$ cat config.mk
export PLATFORM = sky130hd
export DESIGN_NAME = sram_req_queue
export DESIGN_NICKNAME = d
export VERILOG_FILES = /design/src/rtl/sram_req_pkg.sv /design/src/rtl/sram_req_fifo.sv /design/src/rtl/sram_req_queue.sv
export SDC_FILE = /design/constraint.sdc
export NUM_CORES = 1
export LEC_CHECK = 0
export BUFFER_PORTS_ARGS = -buffer_cell sky130_fd_sc_hd__buf_4
export CORE_UTILIZATION = 50
export DETAILED_ROUTE_END_ITERATION = 8
export PLACE_DENSITY = 0.84
export SETUP_SLACK_MARGIN = 0.4
export SYNTH_ARGS = -nofsm -noshare
export SYNTH_HDL_FRONTEND = slang
export SYNTH_HIERARCHICAL = 1
export SYNTH_SLANG_ARGS = --single-unit
export TNS_END_PERCENT = 5
$ cat constraint.sdc
create_clock -name clk -period 1.9 [get_ports clk]
set_input_delay 0.38 -clock clk [delete_from_list [all_inputs] [get_ports clk]]
set_output_delay 0.38 -clock clk [all_outputs]
set_load 0.005 [all_outputs]
$ cat src/rtl/sram_req_pkg.sv
// Shared types for the SRAM request queue.
// sram_req_t stores one queued request: write flag, address and write data.
// The struct fields use the default 8-bit widths, so AW/DW stay at their
// defaults wherever this struct carries a request.
package sram_req_pkg;
    localparam int AW_DEF = 8;
    localparam int DW_DEF = 8;

    typedef struct packed {
        logic              we;
        logic [AW_DEF-1:0] addr;
        logic [DW_DEF-1:0] data;
    } sram_req_t;

    typedef enum logic {
        IDLE  = 1'b0,
        ISSUE = 1'b1
    } req_state_t;
endpackage

$ cat src/rtl/sram_req_fifo.sv
// DEPTH-entry synchronous FIFO of sram_req_t.
// Ports: clk, reset_n (async active-low), push/push_data, pop, head (current
// oldest entry), count (occupancy), full, empty.
// Push when full or pop when empty must be prevented by the caller.
module sram_req_fifo
    import sram_req_pkg::*;
#(
    parameter int DEPTH = 4
) (
    input  logic                   clk,
    input  logic                   reset_n,
    input  logic                   push,
    input  sram_req_t              push_data,
    input  logic                   pop,
    output sram_req_t              head,
    output logic [$clog2(DEPTH):0] count,
    output logic                   full,
    output logic                   empty
);
    localparam int PW = $clog2(DEPTH);

    sram_req_t     r_mem [DEPTH];
    logic [PW-1:0] r_wr_ptr;
    logic [PW-1:0] r_rd_ptr;
    logic [PW:0]   r_count;

    // Storage needs no reset; only pointers and occupancy define validity.
    always_ff @(posedge clk) begin
        if (push) begin
            r_mem[r_wr_ptr] <= push_data;
        end
    end

    // DEPTH is a power of two, so pointer overflow is the wrap.
    always_ff @(posedge clk or negedge reset_n) begin
        if (!reset_n) begin
            r_wr_ptr <= '0;
            r_rd_ptr <= '0;
            r_count  <= '0;
        end else begin
            if (push) begin
                r_wr_ptr <= r_wr_ptr + 1'b1;
            end
            if (pop) begin
                r_rd_ptr <= r_rd_ptr + 1'b1;
            end
            case ({push, pop})
                2'b10:   r_count <= r_count + 1'b1;
                2'b01:   r_count <= r_count - 1'b1;
                default: r_count <= r_count;
            endcase
        end
    end

    assign head  = r_mem[r_rd_ptr];
    assign count = r_count;
    assign full  = (r_count == (PW+1)'(DEPTH));
    assign empty = (r_count == '0);
endmodule

$ cat src/rtl/sram_req_queue.sv
// Request buffer in front of one port of the dual-port SRAM arbiter.
// Requests enter via req_valid/req_ready, are issued one at a time as
// registered level signals port_w/port_r/port_d/port_a held until
// port_pronto, and complete as a one-cycle rsp_valid strobe carrying
// rsp_we/rsp_addr/rsp_rdata. count reports occupancy (including the entry
// in flight, which is only popped on its pronto edge).
// Optional macro QUEUE_STATS_EN adds saturating counters stat_rd, stat_wr
// (completed reads/writes) and stat_full (cycles with req_valid && !req_ready).
//
// state | meaning
// IDLE  | no request on the port; load the FIFO head if one is waiting
// ISSUE | request held on the port until port_pronto is sampled high
module sram_req_queue
    import sram_req_pkg::*;
#(
    parameter int DEPTH = 4,
    parameter int AW    = AW_DEF,
    parameter int DW    = DW_DEF
) (
    input  logic                   clk,
    input  logic                   reset_n,
    input  logic                   req_valid,
    output logic                   req_ready,
    input  logic                   req_we,
    input  logic [AW-1:0]          req_addr,
    input  logic [DW-1:0]          req_wdata,
    output logic                   rsp_valid,
    output logic                   rsp_we,
    output logic [AW-1:0]          rsp_addr,
    output logic [DW-1:0]          rsp_rdata,
    output logic                   port_w,
    output logic                   port_r,
    output logic [DW-1:0]          port_d,
    output logic [AW-1:0]          port_a,
    input  logic [DW-1:0]          port_q,
    input  logic                   port_pronto,
    output logic [$clog2(DEPTH):0] count
`ifdef QUEUE_STATS_EN
    ,
    output logic [15:0]            stat_rd,
    output logic [15:0]            stat_wr,
    output logic [15:0]            stat_full
`endif
);
    req_state_t r_state, w_state_nxt;
    logic          r_port_w, w_port_w_nxt;
    logic          r_port_r, w_port_r_nxt;
    logic [DW-1:0] r_port_d, w_port_d_nxt;
    logic [AW-1:0] r_port_a, w_port_a_nxt;
    logic          r_rsp_valid, w_rsp_valid_nxt;
    logic          r_rsp_we, w_rsp_we_nxt;
    logic [AW-1:0] r_rsp_addr, w_rsp_addr_nxt;
    logic [DW-1:0] r_rsp_rdata, w_rsp_rdata_nxt;

    logic      w_push;
    logic      w_pop;
    logic      w_full;
    logic      w_empty;
    sram_req_t w_push_data;
    sram_req_t w_head;

    assign w_push      = req_valid && !w_full;
    assign w_push_data = '{we: req_we, addr: req_addr, data: req_wdata};

    sram_req_fifo #(.DEPTH(DEPTH)) u_fifo (
        .clk       (clk),
        .reset_n   (reset_n),
        .push      (w_push),
        .push_data (w_push_data),
        .pop       (w_pop),
        .head      (w_head),
        .count     (count),
        .full      (w_full),
        .empty     (w_empty)
    );

    always_comb begin
        w_state_nxt     = r_state;
        w_port_w_nxt    = r_port_w;
        w_port_r_nxt    = r_port_r;
        w_port_d_nxt    = r_port_d;
        w_port_a_nxt    = r_port_a;
        w_rsp_valid_nxt = 1'b0;
        w_rsp_we_nxt    = r_rsp_we;
        w_rsp_addr_nxt  = r_rsp_addr;
        w_rsp_rdata_nxt = r_rsp_rdata;
        w_pop           = 1'b0;
        case (r_state)
            IDLE: begin
                w_port_w_nxt = 1'b0;
                w_port_r_nxt = 1'b0;
                w_port_d_nxt = '0;
                w_port_a_nxt = '0;
                if (!w_empty) begin
                    w_port_w_nxt = w_head.we;
                    w_port_r_nxt = !w_head.we;
                    w_port_d_nxt = w_head.we ? w_head.data : '0;
                    w_port_a_nxt = w_head.addr;
                    w_state_nxt  = ISSUE;
                end
            end
            ISSUE: begin
                if (port_pronto) begin
                    // Head stays in the FIFO until now so count includes the request in flight.
                    w_pop           = 1'b1;
                    w_port_w_nxt    = 1'b0;
                    w_port_r_nxt    = 1'b0;
                    w_port_d_nxt    = '0;
                    w_port_a_nxt    = '0;
                    w_rsp_valid_nxt = 1'b1;
                    w_rsp_we_nxt    = r_port_w;
                    w_rsp_addr_nxt  = r_port_a;
                    w_rsp_rdata_nxt = r_port_w ? '0 : port_q;
                    w_state_nxt     = IDLE;
                end
            end
            default: w_state_nxt = IDLE;
        endcase
    end

    always_ff @(posedge clk or negedge reset_n) begin
        if (!reset_n) begin
            r_state     <= IDLE;
            r_port_w    <= 1'b0;
            r_port_r    <= 1'b0;
            r_port_d    <= '0;
            r_port_a    <= '0;
            r_rsp_valid <= 1'b0;
            r_rsp_we    <= 1'b0;
            r_rsp_addr  <= '0;
            r_rsp_rdata <= '0;
        end else begin
            r_state     <= w_state_nxt;
            r_port_w    <= w_port_w_nxt;
            r_port_r    <= w_port_r_nxt;
            r_port_d    <= w_port_d_nxt;
            r_port_a    <= w_port_a_nxt;
            r_rsp_valid <= w_rsp_valid_nxt;
            r_rsp_we    <= w_rsp_we_nxt;
            r_rsp_addr  <= w_rsp_addr_nxt;
            r_rsp_rdata <= w_rsp_rdata_nxt;
        end
    end

    assign req_ready = !w_full;
    assign port_w    = r_port_w;
    assign port_r    = r_port_r;
    assign port_d    = r_port_d;
    assign port_a    = r_port_a;
    assign rsp_valid = r_rsp_valid;
    assign rsp_we    = r_rsp_we;
    assign rsp_addr  = r_rsp_addr;
    assign rsp_rdata = r_rsp_rdata;

`ifdef QUEUE_STATS_EN
    logic [15:0] r_stat_rd;
    logic [15:0] r_stat_wr;
    logic [15:0] r_stat_full;

    always_ff @(posedge clk or negedge reset_n) begin
        if (!reset_n) begin
            r_stat_rd   <= '0;
            r_stat_wr   <= '0;
            r_stat_full <= '0;
        end else begin
            if (w_pop && r_port_r && (r_stat_rd != 16'hFFFF)) begin
                r_stat_rd <= r_stat_rd + 16'd1;
            end
            if (w_pop && r_port_w && (r_stat_wr != 16'hFFFF)) begin
                r_stat_wr <= r_stat_wr + 16'd1;
            end
            if (req_valid && w_full && (r_stat_full != 16'hFFFF)) begin
                r_stat_full <= r_stat_full + 16'd1;
            end
        end
    end

    assign stat_rd   = r_stat_rd;
    assign stat_wr   = r_stat_wr;
    assign stat_full = r_stat_full;
`endif
endmodule
==> impl_results.md <==
- Outcome: finished with violations
- Failing checks: hold timing
- Register area share after synthesis: 0.722
- Leakage power: 0.00224 uW
- FILL cells: 580
- Layout cells sized above 1: 0.452
- Worst hold slack: -0.0169 ns
- Clock root buffer: clkbuf_8
- Clock skew: 0.0144 ns
- TritonCTS Buffers: 9
- Gpl congestion: 0.681
- Worst reg2reg path depth: 10
- Post-CTS Hold Buffers: 0
- Synth cell types: 31
- RSZ-0062 raised after global routing: true
- Starting Density: 0.522
- Synth-to-Final Area Change: 23.6%
- Antenna violations before repair: 0
- Gr usage total: 0.175
- Crit path time final: 1.73 ns
- Setup TNS: 0 ns
- Leading area contributor after synthesis: edfxtp_1
- Vias in the first global route: 2210
- Ant. Diodes: 0
- Post-Place Worst Slack: 0.0455 ns
- Routed wire length: 7400 um
- PortBufs: 68
- Worst Hold Class: primary input to asynchronous set/reset pin
- Die area: 0.00909 sq mm
- Slew at the pin closest to its max-slew limit: 0.558 ns
- Post-synth EDFFs: 68
- DRT iter0 DRCs: 115
- Period utilisation layout: 0.911
- Total gr overflow: 0
- Vias: 2263
- Clk pin slew, worst setup/hold paths: 0.11 ns
- Largest net degree at the start of global routing: 45
- Vias/cell: 5.40
- Syn Nets: 255
- PwrDens: 1500 mW/mm^2
- CP required: 2.19 ns
- Avg Inst Size Synth: 19.8 sq um
- Num ports: 69
- Top_reg_cell synth: edfxtp_1
- Peak VDD IR: 666 uV
- Final HPWL DP: 4710 um
- Worst setup EP type: register
- Final setup margin: 0.169 ns
- Hold Fails Final Rpt: 10
- Seq cells post-synth: 112
- DR pass1 iterations: 6
- Setup Crit Path Kind: register to register
- CTS tree: built
- Total Power: 8090 uW
- Avg WL per Cell: 17.7 um
- Top-area cell type share of the netlist area: 0.469
- First-pass GRT wire length: 11300 um
- WP data arrival: 2.02 ns
- Yosys warns: 6
- Synth area leaders: edfxtp_1 (47%), dfrtp_1 (25%), mux4_1 (5.4%)
- Max_cap viols: 0
- Slew Viols, Final: 0
- Worst relative slew slack: 0.628
- Final Setup Violations: 0
- Residual DRC count: 0
- Mapped Cells: 220
- Max FO, Critical Path: 2
- H-tree levels: 3
- Synth Cell Area: 0.00435 sq mm
- Fin nets: 344
- Core Footprint: 0.00834 sq mm
- CP Launch Type: register
- Die Ht: 95.3 um
- Die W: 95.3 um
- Site row count: 33
- Max Clk Rate: 578 MHz
- Antenna Nets Post-Route: 0
- FFs w/ async S/R, synth: 0.393
- Clk_lat worst skew: 0.37 ns
- Sinks on Clock Net: 112
- CTS Buffer Depth: 2
-- final timing paths --
kind | start | slack, ns | end
setup / recovery | u_fifo/count[0] | 0.17 | u_fifo/count[2]
hold / removal | reset_n | -0.02 | rsp_addr[0]
setup reg to reg | u_fifo/count[0] | 0.17 | u_fifo/count[2]
hold reg to reg | port_r | 0.49 | port_r
max in group asynchronous | reset_n | 1.52 | u_fifo/r_wr_ptr[1]
min in group clk | req_addr[4] | 0.20 | u_fifo/r_mem[3][12]
-- synthesized netlist by cell type, drive strengths merged (2+ instances only) --
cell / number
mux4: 17
nor2b: 11
edfxtp: 68
nand2: 4
a22o: 8
and2: 4
inv: 8
a32o: 8
nor3: 2
xor2: 4
xnor2: 2
mux2: 17
buf: 7
dfrtp: 44
nor2: 2
ha: 5
-- where the power goes --
group	total, uW	leakage (uW)	internal, uW	switching (uW)
sequential	3730	0.00118	3340	383
clock	1460	0.000110	691	773
combinational	2900	0.000946	1700	1200
-- sequential cells by signal (all words and copies together) (netlist names) --
register,cells
r_state,1
port_a,8
u_fifo/count,3
rsp_addr,8
port_d,8
u_fifo/r_wr_ptr,2
rsp_rdata,8
port_w,1
u_fifo/r_rd_ptr,2
rsp_valid,1
u_fifo/r_mem,68
port_r,1
rsp_we,1
-- metrics by stage --
step | cell area (sq um) | utilization | instances | hold WS, ns
CTS | 5370 | 0.644 | 419 | 0.00502
finish | 5380 | 0.645 | 419 | -0.0169
detailed placement | 5080 | 0.609 | 395 | 0.413
floorplan | 4390 | - | 220 | 0.0844
global route | 5380 | 0.645 | 419 | 0.0341
global placement | 5080 | 0.609 | 395 | 0.407
-- critical path, cell delays in order, from the launching register on --
cell	delay, ns
dfrtp_1	0.40
inv_2	0.06
and3_4	0.20
nor2b_4	0.04
inv_2	0.06
ha_4	0.12
inv_2	0.03
fa_2	0.32
xor2_1	0.14
nor2_1	0.13
xor2_1	0.15
-- cells by family (layout without fill, tap and decap cells) --
family                     Yosys count  in the layout  share of synthesized area
and+or+nand+nor                     24             24                     0.0322
xor gates and xnor gates             6              6                     0.0121
DFF                                112            112                      0.722
buffers and inverters               17            111                     0.0250
adders and majority gates            6              6                     0.0190
muxes                               35             35                      0.149
AOI/OAI and AO/OA                   20             20                     0.0411
-- final cells by class --
class | count | area [sq um] | share of cell area
tap | 105 | 131 | 0.0244
clock inverter | 5 | 65.1 | 0.0121
clock buffer | 11 | 151 | 0.0281
timing repair buffer | 86 | 711 | 0.132
multi-input combinational | 91 | 1140 | 0.212
sequential | 112 | 3140 | 0.584
inverter | 9 | 36.3 | 0.00674
-- cell usage in the layout (no fill, tap or decap), types with 4 or more instances in the layout --
cell type,netlist,routed
xor2_1,4,4
clkinv_4,0,4
a32o_1,8,8
nor2b_1,11,8
edfxtp_1,68,68
mux2_4,8,8
mux4_1,9,8
buf_4,1,79
buf_12,1,4
mux4_2,8,9
mux2_2,9,9
a22o_1,8,8
inv_2,0,4
dfrtp_1,44,44
ha_1,5,4
clkbuf_8,0,11
-- per-layer routing --
layer  GRT usage  vias to the layer above  share of wire
met3      0.0367                       12          0.050
li1            -                     1028              -
met1       0.220                     1165           0.44
met2       0.292                       58           0.50
met5           0                        -              0
met4      0.0795                        0          0.019
-- what timing repair did --
action,CTS,global route
pin swaps,4,2
setup endpoints to repair,90,90
resized for setup,6,6
gates cloned,1,0
buffers inserted,7,0
Power figures use the tool's default switching activity.
